$ cat src/rtl/ldtu_data32_rx_align.sv
// rtl/ldtu_data32_rx_align.sv - 32-bit word aligner that locks onto an idle pattern
// Optional autonomous lock-loss detector enabled by defining LDTU_RX_LOSS_DET_EN.
module ldtu_data32_rx_align #(
   parameter int                  Nbits_32       = 32,
   parameter int                  LOCK_COUNT     = 4,
   parameter logic [Nbits_32-1:0] idle_patternEA = 32'hEAAAAAAA,
   parameter logic [Nbits_32-1:0] idle_pattern5A = 32'h5A5A5A5A
) (
   input  logic                CLK,
   input  logic                RST,
   input  logic                TEST_ENABLE,
   input  logic                RESYNC,
   input  logic                DIN_VALID,
   input  logic [Nbits_32-1:0] DIN,
   output logic [Nbits_32-1:0] DOUT,
   output logic                DOUT_VALID,
   output logic                IDLE_DET,
   output logic                LOCKED,
   output logic [4:0]          BIT_OFFSET,
   output logic                LOCK_LOST
);

   typedef enum logic [1:0] {S_SEARCH, S_CHECK, S_LOCKED} state_t;

   localparam logic [3:0] LC = 4'(LOCK_COUNT);
   localparam int         BW = $clog2(2*Nbits_32);

   state_t                r_state, w_state_nxt;
   logic [4:0]            r_offset, w_offset_nxt;
   logic [3:0]            r_cnt, w_cnt_nxt;
   logic [Nbits_32-1:0]   r_prev, r_dout;
   logic                  r_dout_valid, r_idle_det, r_te_q;
   logic                  w_dout_valid_nxt;
   logic [2*Nbits_32-1:0] w_cat;
   logic [BW-1:0]         w_base;
   logic [Nbits_32-1:0]   w_window, w_idle_ref;
   logic                  w_match, w_force, w_loss_hit;

   assign w_cat      = {DIN, r_prev};
   assign w_base     = {{(BW-5){1'b0}}, r_offset};
   assign w_window   = w_cat[w_base +: Nbits_32];
   assign w_idle_ref = TEST_ENABLE ? idle_pattern5A : idle_patternEA;
   assign w_match    = (w_window == w_idle_ref);
   // A test-mode flip changes the reference pattern, so the old alignment is void.
   assign w_force    = RESYNC | (TEST_ENABLE != r_te_q);

   always_ff @(posedge CLK or negedge RST) begin
      if (!RST) begin
         r_state  <= S_SEARCH;
         r_offset <= 5'd0;
         r_cnt    <= 4'd0;
      end else begin
         r_state  <= w_state_nxt;
         r_offset <= w_offset_nxt;
         r_cnt    <= w_cnt_nxt;
      end
   end

   always_comb begin
      w_state_nxt      = r_state;
      w_offset_nxt     = r_offset;
      w_cnt_nxt        = r_cnt;
      w_dout_valid_nxt = 1'b0;
      if (DIN_VALID) begin
         case (r_state)
            S_SEARCH: begin
               if (w_match) begin
                  w_cnt_nxt   = 4'd1;
                  w_state_nxt = (LC == 4'd1) ? S_LOCKED : S_CHECK;
               end else begin
                  w_offset_nxt = r_offset + 5'd1;
               end
            end
            S_CHECK: begin
               if (w_match) begin
                  w_cnt_nxt = r_cnt + 4'd1;
                  if (r_cnt + 4'd1 == LC)
                     w_state_nxt = S_LOCKED;
               end else begin
                  w_state_nxt  = S_SEARCH;
                  w_cnt_nxt    = 4'd0;
                  w_offset_nxt = r_offset + 5'd1;
               end
            end
            S_LOCKED: begin
               if (w_loss_hit) begin
                  w_state_nxt  = S_SEARCH;
                  w_cnt_nxt    = 4'd0;
                  w_offset_nxt = r_offset + 5'd1;
               end else begin
                  w_dout_valid_nxt = !w_match;
               end
            end
            default: w_state_nxt = S_SEARCH;
         endcase
      end
      if (w_force) begin
         w_state_nxt      = S_SEARCH;
         w_cnt_nxt        = 4'd0;
         w_offset_nxt     = r_offset;
         w_dout_valid_nxt = 1'b0;
      end
   end

   always_ff @(posedge CLK or negedge RST) begin
      if (!RST) begin
         r_prev       <= '0;
         r_dout       <= '0;
         r_dout_valid <= 1'b0;
         r_idle_det   <= 1'b0;
         r_te_q       <= 1'b0;
      end else begin
         r_te_q       <= TEST_ENABLE;
         r_dout_valid <= w_dout_valid_nxt;
         if (DIN_VALID) begin
            r_prev     <= DIN;
            r_dout     <= w_window;
            r_idle_det <= w_match;
         end else begin
            r_idle_det <= 1'b0;
         end
      end
   end

`ifdef LDTU_RX_LOSS_DET_EN
   logic [15:0] r_loss_cnt;
   logic        r_lock_lost;

   // Fires on the valid non-idle word that makes the run 65535 long.
   assign w_loss_hit = DIN_VALID && (r_state == S_LOCKED) && !w_match &&
                       !w_force && (r_loss_cnt == 16'hFFFE);

   always_ff @(posedge CLK or negedge RST) begin
      if (!RST) begin
         r_loss_cnt  <= 16'd0;
         r_lock_lost <= 1'b0;
      end else begin
         r_lock_lost <= w_loss_hit;
         if (w_force || w_loss_hit || (r_state != S_LOCKED))
            r_loss_cnt <= 16'd0;
         else if (DIN_VALID)
            r_loss_cnt <= w_match ? 16'd0 : r_loss_cnt + 16'd1;
      end
   end

   assign LOCK_LOST = r_lock_lost;
`else
   assign w_loss_hit = 1'b0;
   assign LOCK_LOST  = 1'b0;
`endif

   assign DOUT       = r_dout;
   assign DOUT_VALID = r_dout_valid;
   assign IDLE_DET   = r_idle_det;
   assign LOCKED     = (r_state == S_LOCKED);
   assign BIT_OFFSET = r_offset;

endmodule
$ cat config.mk
export PLATFORM = sky130hd
export DESIGN_NAME = ldtu_data32_rx_align
export DESIGN_NICKNAME = d
export VERILOG_FILES = /design/src/rtl/ldtu_data32_rx_align.sv
export SDC_FILE = /design/constraint.sdc
export NUM_CORES = 1
export LEC_CHECK = 0
export CELL_PAD_IN_SITES_DETAIL_PLACEMENT = 0
export CELL_PAD_IN_SITES_GLOBAL_PLACEMENT = 2
export CORE_MARGIN = 3
export CORE_UTILIZATION = 40
export CTS_BUF_LIST = sky130_fd_sc_hd__clkbuf_4
export CTS_CLUSTER_DIAMETER = 40
export DETAILED_ROUTE_END_ITERATION = 16
export PLACE_DENSITY_LB_ADDON = 0.1
export SLEW_MARGIN = 20
export SYNTH_ARGS = -nofsm -noshare
export SYNTH_HDL_FRONTEND = slang
export SYNTH_SLANG_ARGS = --single-unit
$ cat constraint.sdc
create_clock -name CLK -period 4.7 [get_ports CLK]
set_input_delay 0.94 -clock CLK [delete_from_list [all_inputs] [get_ports CLK]]
set_output_delay 0.94 -clock CLK [all_outputs]
set_load 0.02 [all_outputs]
==> reports/metrics.cfg <==
[synthesis]
synth_edf_count=0
synth_warnings=0
avgSynthCellArea_um2=11.1
ys_ff_latch=78
synth_seq_area_share_pct=26.2
yosysUniqueCellTypes=76
syn_nets=713
async_flop_share_pct=100
synth_flop_cell=dfrtp_1
synthesis.area_um2=7450
synthCells=673

[setup_path]
crit_path_start_kind=primary input
end_kind=register
r2r_cells=9
worstPathArrival_ns=4.67
worst-path-stages=10
cpPeakStageDelay_ns=0.63
crit_type=in2reg
critPathSlowestCell=mux4_1
crit_family=multiplexers
cp_cell_sequence=clkdlybuf4s50_1 -> mux4_1 -> mux2i_1 -> mux4_2 -> nand3_1 -> or4_4 -> a2111oi_4 -> o2111ai_4 -> or4_1 -> a21oi_1
worstPathMaxFanout=7
critPathBufInv=1
critPathRequiredTime_ns=5.10

[pwr]
leakagePower_nw=3.44
power.total_mw=6.34
ir_drop_uv=227
powerDensity_nw_per_um2=727

[detailed_routing]
dr.pass1.iters=6
wl_um=29300
num_vias=6764
drt-initial-drc-count=808
viasPerCell=6.77
antenna_left=0
drc=0
wire_per_inst_um=29.4

[global_routing]
antenna_found_initial=1
grt-ovfl-total=0
grt_pass1_vias=6670
track_usage_pct=29.1
grt_pass1_wl_um=43900
grt_max_degree=79

[placement]
gp_congestion=0.992
portBuffers=76
dpl.hpwl_um=22400
placed_cell_area_um2=8570

[layout]
final_common_cell=dfrtp_1
fin_area_um2=8720
drive_gt1_share_pct=28.0
nets=804
ff_latch_area_um2=1960
multi_input_area_um2=5030
num-fill-cells=1701
layout_common_cells=dfrtp_1 (75), clkdlybuf4s50_1 (74), mux2_2 (65)
syn_to_final_growth_pct=17.0

[status]
status=completed

[cts]
root_buffer=clkbuf_4
clkSinkCount=78
cts_inserted_buffers=9
cts_max_level=3
ctsResizeCount=0
cts_setup_buffers=0
cts-hold-fix-buffers=0
cts_tree=built
clk_path_buf_depth=2
clkTransAtPathRegs_ns=0.17
insertion_delay_ns=0.51

[floorplan]
start_util_pct=41.1
die_w_um=142
core_um2=18100
io_pins=78
die_height_um=142
die-area_um2=20300
placementRows=49

[sta]
layout_min_cycle_time_ns=4.27
rsz0062_at_grt=no
slew_viol_final=0
setup-violations-final=0
fin_worst_skew_ns=0.0492
fin_crit_sh_pct=90.8
whs_ns=0.403
fmax_mhz=234
max_slew_margin_pct=39.8
hold_viol=0
worst_pin_slew_ns=0.879

[hold_path]
hp-class=in2async

[run]
maxCapViolCount=0

==> per-stage QoR <==
| step | utilization, % | TNS (ns) | worst slack (ns) | instances |
|---|---|---|---|---|
| after global routing | 48.0 | 0 | 0.281 | 999 |
| after floorplan | - | 0 | 0.801 | 673 |
| after CTS | 48.0 | 0 | 0.473 | 998 |
| after global placement | 47.2 | 0 | 0.0318 | 982 |
| after detailed placement | 47.2 | -0.00787 | -0.00787 | 982 |
| final | 48.0 | 0 | 0.431 | 999 |
==> path summary, 6_finish.rpt <==
check                                      to  slack, ns     startpoint
worst max-delay path               r_state[1]       0.43         DIN[2]
worst min-delay path               r_prev[26]       0.40            RST
worst max register to register     r_state[1]       0.45  BIT_OFFSET[0]
worst min register to register        DOUT[9]       0.50        DOUT[9]
max in group asynchronous       BIT_OFFSET[0]       3.64            RST
min in group CLK                      DOUT[9]       0.50        DOUT[9]
==> metal layers <==
layer | wire (µm) | global-route usage [%]
met5 | 0 | 0
met4 | 852 | 9.05
met3 | 3000 | 8.30
met2 | 13000 | 43.0
met1 | 12500 | 41.5
==> cell usage after synthesis (6+ instances only) <==
| cell type | n | area [µm²] |
|---|---|---|
| mux2i_1 | 57 | 571 |
| buf_4 | 7 | 52.6 |
| inv_1 | 6 | 22.5 |
| nor2_1 | 56 | 210 |
| buf_2 | 13 | 65.1 |
| nor3_1 | 7 | 35.0 |
| o21ai_0 | 16 | 80.1 |
| xnor2_1 | 6 | 52.6 |
| buf_1 | 8 | 30.0 |
| nand4_1 | 8 | 50.1 |
| a22oi_1 | 17 | 128 |
| mux4_1 | 25 | 657 |
| mux4_2 | 48 | 1080 |
| nor2b_1 | 7 | 43.8 |
| nand3_1 | 29 | 145 |
| clkbuf_1 | 14 | 52.6 |
| mux2_2 | 65 | 732 |
| dfrtp_1 | 78 | 1950 |
| nor4_1 | 8 | 50.1 |
| nand2_1 | 46 | 173 |
| a21oi_1 | 29 | 145 |
==> state kept, by name, indices dropped and copies added, names as in the netlist <==
name / flops
BIT_OFFSET: 5
DOUT: 32
IDLE_DET: 1
r_prev: 32
r_te_q: 1
r_state: 2
r_cnt: 4
DOUT_VALID: 1
==> cells by family after synthesis <==
| logic type | Yosys count | share of synthesized area [%] |
|---|---|---|
| compound gates | 125 | 12.4 |
| fa+ha+maj | 3 | 0.504 |
| mux | 195 | 40.8 |
| flops | 78 | 26.2 |
| xor+xnor | 6 | 0.705 |
| other cells | 1 | 0.0503 |
| buf+inv | 68 | 6.25 |
| simple gates | 197 | 13.0 |
==> final cells by class <==
class | instances | area share [%]
clock inverters | 6 | 0.818
clock buffers | 10 | 0.861
diodes | 1 | 0.0287
well taps | 229 | 3.29
inverters | 9 | 0.387
flip-flops and latches | 78 | 22.5
repair buffers | 139 | 14.4
multi-input cells | 527 | 57.7
==> power by group <==
part / leakage (nW) / switching (mW) / total, mW / internal [mW]
sequential: 0.919 / 0.286 / 1.15 / 0.864
combinational: 2.44 / 2.63 / 4.71 / 2.08
clock: 0.0785 / 0.302 / 0.475 / 0.173
total: 3.44 / 3.22 / 6.34 / 3.12
==> worst reg2reg max path, delay by kind of cell, from the launching register on <==
| kind | cells | cell delay, ns |
|---|---|---|
| mux | 2 | 1.04 |
| flops | 1 | 0.85 |
| simple gates | 5 | 1.93 |
| compound gates | 2 | 0.35 |
No activity file was read; power rests on OpenSTA's default activity.
